[config.mk]
export PLATFORM = sky130hd
export DESIGN_NAME = matrix_mult_param
export DESIGN_NICKNAME = d
export VERILOG_FILES = /design/src/rtl/matrix_mult_param.sv
export SDC_FILE = /design/constraint.sdc
export NUM_CORES = 2
export LEC_CHECK = 0
export CAP_MARGIN = 40
export CORE_MARGIN = 3
export CORE_UTILIZATION = 50
export CTS_CLUSTER_SIZE = 24
export DETAILED_ROUTE_END_ITERATION = 10
export PLACE_DENSITY_LB_ADDON = 0.05
export SLEW_MARGIN = 20
export SYNTH_ARGS = -nofsm -noshare
export SYNTH_HDL_FRONTEND = slang
export SYNTH_SLANG_ARGS = --single-unit
[constraint.sdc]
create_clock -name clk -period 13.3 [get_ports clk]
set_clock_uncertainty 0.2 [all_clocks]
set_input_delay 1.995 -clock clk [delete_from_list [all_inputs] [get_ports clk]]
set_output_delay 1.995 -clock clk [all_outputs]
set_load 0.03 [all_outputs]
[src/rtl/matrix_mult_param.sv]
// matrix_mult_param: sequential signed fixed-point matrix multiply C = A x B.
// A (MxN) and B (NxP) live in internal register files loaded while idle.
// One product is accumulated per cycle; each C element is then presented
// on a valid/ready port, scaled by FRAC_BITS and saturated to DATA_WIDTH.
module matrix_mult_param #(
  parameter int M          = 3,
  parameter int N          = 3,
  parameter int P          = 3,
  parameter int DATA_WIDTH = 32,
  parameter int FRAC_BITS  = 10,
  localparam int ACC_WIDTH = 2*DATA_WIDTH + (($clog2(N) > 1) ? $clog2(N) : 1),
  localparam int AAW       = $clog2(M*N),
  localparam int BAW       = $clog2(N*P),
  localparam int RW        = ($clog2(M) > 1) ? $clog2(M) : 1,
  localparam int CW        = ($clog2(P) > 1) ? $clog2(P) : 1
)(
  input  logic                        clk,
  input  logic                        rst,
  input  logic                        start,
  input  logic signed [DATA_WIDTH-1:0] a_in,
  input  logic [AAW-1:0]              a_addr,
  input  logic                        a_wen,
  input  logic signed [DATA_WIDTH-1:0] b_in,
  input  logic [BAW-1:0]              b_addr,
  input  logic                        b_wen,
  output logic signed [DATA_WIDTH-1:0] c_out,
  output logic signed [ACC_WIDTH-1:0]  c_raw,
  output logic                        c_sat,
  output logic                        c_valid,
  input  logic                        c_ready,
  output logic [RW-1:0]               row,
  output logic [CW-1:0]               col,
  output logic                        busy,
  output logic                        done
);
  localparam int KW = ($clog2(N) > 1) ? $clog2(N) : 1;

  typedef enum logic [1:0] {IDLE, MAC, OUT, DONE} state_t;
  state_t state, state_nx;

  logic signed [DATA_WIDTH-1:0] a_mem [M*N];
  logic signed [DATA_WIDTH-1:0] b_mem [N*P];

  logic [KW-1:0]                k;
  logic signed [ACC_WIDTH-1:0]  acc;
  logic [AAW-1:0]               a_idx;
  logic [BAW-1:0]               b_idx;
  logic signed [2*DATA_WIDTH-1:0] prod;
  logic signed [ACC_WIDTH-1:0]  prod_ext, sum, shifted, max_v, min_v;
  logic                         sat_hi, sat_lo;
  logic [DATA_WIDTH-1:0]        clamped;
  logic                         start_ok, last_k, hs, last_elem;

  // A start landing on the done pulse is dropped so a finished run cannot
  // chain straight into another one.
  assign start_ok  = start && (state == IDLE) && !done;
  assign last_k    = (k == KW'(N-1));
  assign hs        = (state == OUT) && c_valid && c_ready;
  assign last_elem = (row == RW'(M-1)) && (col == CW'(P-1));

  assign a_idx    = AAW'(32'(row) * N + 32'(k));
  assign b_idx    = BAW'(32'(k) * P + 32'(col));
  assign prod     = a_mem[a_idx] * b_mem[b_idx];
  assign prod_ext = {{(ACC_WIDTH-2*DATA_WIDTH){prod[2*DATA_WIDTH-1]}}, prod};
  assign sum      = acc + prod_ext;
  // Arithmetic shift rounds toward minus infinity, then clamp to the
  // signed DATA_WIDTH range.
  assign shifted  = sum >>> FRAC_BITS;
  assign max_v    = {{(ACC_WIDTH-DATA_WIDTH+1){1'b0}}, {(DATA_WIDTH-1){1'b1}}};
  assign min_v    = {{(ACC_WIDTH-DATA_WIDTH+1){1'b1}}, {(DATA_WIDTH-1){1'b0}}};
  assign sat_hi   = shifted > max_v;
  assign sat_lo   = shifted < min_v;
  assign clamped  = sat_hi ? max_v[DATA_WIDTH-1:0] :
                    sat_lo ? min_v[DATA_WIDTH-1:0] : shifted[DATA_WIDTH-1:0];

  // Operand storage: written only while idle and in range; never reset.
  always_ff @(posedge clk) begin
    if (a_wen && !busy && ({1'b0, a_addr} < (AAW+1)'(M*N))) a_mem[a_addr] <= a_in;
    if (b_wen && !busy && ({1'b0, b_addr} < (BAW+1)'(N*P))) b_mem[b_addr] <= b_in;
  end

  // FSM state register.
  always_ff @(posedge clk) begin
    if (!rst) state <= IDLE;
    else      state <= state_nx;
  end

  // FSM next-state logic.
  always_comb begin
    state_nx = state;
    case (state)
      IDLE:    if (start_ok) state_nx = MAC;
      MAC:     if (last_k) state_nx = OUT;
      OUT:     if (hs) state_nx = last_elem ? DONE : MAC;
      DONE:    state_nx = IDLE;
      default: state_nx = IDLE;
    endcase
  end

  // Datapath: accumulate, latch the scaled result, walk C in row-major order.
  always_ff @(posedge clk) begin
    if (!rst) begin
      acc     <= '0;
      k       <= '0;
      row     <= '0;
      col     <= '0;
      c_out   <= '0;
      c_raw   <= '0;
      c_sat   <= 1'b0;
      c_valid <= 1'b0;
      busy    <= 1'b0;
      done    <= 1'b0;
    end else begin
      busy <= (state_nx != IDLE);
      done <= (state == DONE);
      case (state)
        IDLE: if (start_ok) begin
          acc <= '0;
          k   <= '0;
          row <= '0;
          col <= '0;
        end
        MAC: begin
          acc <= sum;
          k   <= k + 1'b1;
          if (last_k) begin
            k       <= '0;
            c_raw   <= sum;
            c_out   <= clamped;
            c_sat   <= sat_hi | sat_lo;
            c_valid <= 1'b1;
          end
        end
        OUT: if (hs) begin
          c_valid <= 1'b0;
          acc     <= '0;
          if (col == CW'(P-1)) begin
            col <= '0;
            row <= last_elem ? '0 : row + 1'b1;
          end else begin
            col <= col + 1'b1;
          end
        end
        default: ;
      endcase
    end
  end
endmodule
==> flow_metrics.py <==
metrics = {
    "run_status": {
        "status": "complete, no violations",
    },
    "place": {
        "gp_congestion": 0.963,
        "hpwlAfterDp_mm": 168,
        "port_buffers": 183,
    },
    "cells_and_area": {
        "n_fill_cell": 11723,
        "seq_area_um2": 20800,
        "multi_input_area_um2": 42700,
        "fin_nets": 8004,
        "area_growth_pct": 12.0,
        "drive_gt1_frac": 0.101,
    },
    "clock_tree": {
        "cts_setup_buffers": 0,
        "numCtsBuffers": 83,
        "cts.hold.buffers_added": 0,
        "insertion_delay_ns": 0.71,
        "clockRootBuffer": "clkbuf_16",
        "cts_max_level": 3,
        "clock_path_buffers": 3,
        "clock_sinks": 752,
        "cts_tree": "built",
        "cts_resized": 0,
        "clk_pin_slew_worst_paths_ns": 0.06,
    },
    "synth": {
        "syn_area_um2": 69100,
        "postSynthAreaPerCell_um2": 11.1,
        "synth_nets": 7795,
        "synth-edff-count": 576,
        "synth-main-ff-cell": "edfxtp_1",
        "syn-instance-count": 6250,
        "ys_types": 71,
        "yosysSeqAreaShare": 0.301,
        "ys_warn_count": 0,
        "synthArstFlopShare": 0,
        "ys_seq_elements": 752,
    },
    "timing": {
        "tightest_slew_ns": 0.911,
        "setup_viol": 0,
        "slew_violations": 0,
        "timing.final.crit_period_ns": 12.61,
        "timing.final.hold_violations": 0,
        "fmax_mhz": 79.3,
        "slew_headroom": 0.393,
        "fin_crit_sh": 0.948,
        "tns_ns": 0,
        "rsz0062_at_grt": "no",
    },
    "critical_path": {
        "cp.arrival_ns": 13.03,
        "crit_top_cell": "fa_1",
        "endpoint_kind": "flip-flop",
        "worstPathMaxFanout": 21,
        "slowest_stage": "fa_4",
        "path_class": "reg -> reg",
        "start_kind": "flip-flop",
        "slowest_delay_ns": 1.13,
        "worstPathRequired_ns": 13.72,
    },
    "floorplanning": {
        "dieArea_um2": 143000,
        "rows": 135,
        "num_io_pins": 184,
        "fp.dieH_um": 378,
        "die_width_um": 378,
        "initial_utilization": 0.507,
        "coreArea_um2": 136000,
    },
    "detailed_routing": {
        "wl_per_cell_um": 25.2,
        "drcViolationCount": 0,
        "ant_nets": 0,
        "wl_mm": 210,
        "vias": 46615,
        "via_per_inst": 5.61,
        "drt-initial-drc-count": 3703,
        "dr.pass1.iters": 6,
    },
    "global_routing": {
        "grt_usage": 0.302,
        "overflow": 0,
        "grt_max_degree": 75,
        "grt_pass1_wl_mm": 317,
        "grt_antenna_before_repair": 10,
        "grt_pass1_vias": 49636,
    },
    "job": {
        "max_cap_viol_count": 0,
    },
    "worst_hold_path": {
        "hold_path.class": "reg -> reg",
    },
}
-- layout by cell type (no fill, tap or decap), drive strengths merged, types with 103 or more instances in the layout --
| master | netlist | layout |
|---|---|---|
| o21ai | 103 | 103 |
| dfxtp | 176 | 176 |
| buf | 66 | 258 |
| ha | 230 | 230 |
| clkbuf | 251 | 109 |
| edfxtp | 576 | 576 |
| a21oi | 203 | 203 |
| clkdlybuf4s50 | 0 | 183 |
| nor2 | 698 | 698 |
| nand2 | 682 | 682 |
| fa | 1237 | 1237 |
| inv | 1272 | 1279 |
| mux4 | 128 | 128 |
-- per-layer routing --
layer	GRT usage	up-vias	wire, µm
met3	0.0475	465	13600
met2	0.496	1729	101000
met4	0.134	4	10900
met1	0.401	24467	84100
li1	-	19950	-
met5	0	-	27
-- worst paths after layout --
check / start / endpoint / slack (ns) / cells past startpoint
max: k[0] / c_out[7] / 0.69 / 37
min: c_raw[7] / c_raw[7] / 0.25 / 2
max reg2reg: k[0] / c_out[7] / 0.69 / 37
min reg2reg: c_raw[7] / c_raw[7] / 0.25 / 2
-- synth_stat cells (28+ instances only) --
master	instances	area share
nand2_1	682	0.037
fa_1	1237	0.36
mux2i_1	67	0.0097
inv_1	1272	0.069
a21o_1	59	0.0064
and2_1	39	0.0035
clkbuf_1	251	0.014
xnor2_1	49	0.0062
xor2_1	28	0.0035
buf_1	42	0.0023
o32ai_2	28	0.0066
a21oi_1	203	0.015
ha_1	230	0.042
nand4_1	31	0.0028
a22oi_1	67	0.0073
nand2b_1	48	0.0043
nor2_1	698	0.038
mux4_2	128	0.042
nor3_1	34	0.0025
edfxtp_1	576	0.25
o21ai_0	91	0.0066
dfxtp_1	176	0.051
-- flip-flops by register name, summed over array words and instances, names as in the netlist, 2 cells and up --
signal / flops
col: 2
k: 2
row: 2
a_mem: 288
acc: 66
c_raw: 66
c_out: 32
b_mem: 288
state: 2
-- logic make-up (layout without fill, tap and decap cells) --
kind of cell,Yosys count,count (layout),synth area share
AO/OA/AOI/OAI,561,561,0.0543
XOR/XNOR,77,77,0.00976
adder cells (fa/ha/maj),1467,1467,0.400
buffers and inverters,1590,1867,0.0878
flip-flops,752,752,0.301
multiplexers,195,195,0.0514
other,0,6,0
AND/OR/NAND/NOR,1608,1608,0.0956
-- critical path, delay by kind of cell, from the launching register on --
kind	cells	cell delay, ns
buffers and inverters	12	2.01
muxes	1	0.27
DFF	1	0.46
and+or+nand+nor	4	0.91
adders and majority gates	12	6.07
AOI/OAI and AO/OA	8	2.49
-- stage by stage --
step,hold WS [ns],setup slack [ns],util,area (µm²),std cells
2_1_floorplan,0.232,0.215,-,69100,6250
3_3_place_gp,0.244,0.755,0.546,74400,8138
3_5_place_dp,0.246,0.687,0.547,74600,8151
4_1_cts,0.254,0.681,0.567,77300,8304
5_1_grt,0.278,0.208,0.568,77400,8308
6_report,0.253,0.686,0.568,77400,8314
-- layout make-up --
| class | count | share of cell area |
|---|---|---|
| antenna | 6 | 0.000194 |
| tap | 1781 | 0.0288 |
| clock inverter | 44 | 0.00627 |
| inverter | 1273 | 0.0618 |
| multi-input combinational | 3908 | 0.552 |
| timing repair buffer | 441 | 0.0526 |
| clock buffer | 109 | 0.0289 |
| sequential | 752 | 0.269 |
Power is not shown: default switching activity piles up to over one toggle a cycle in this logic, so the estimate is an artifact.
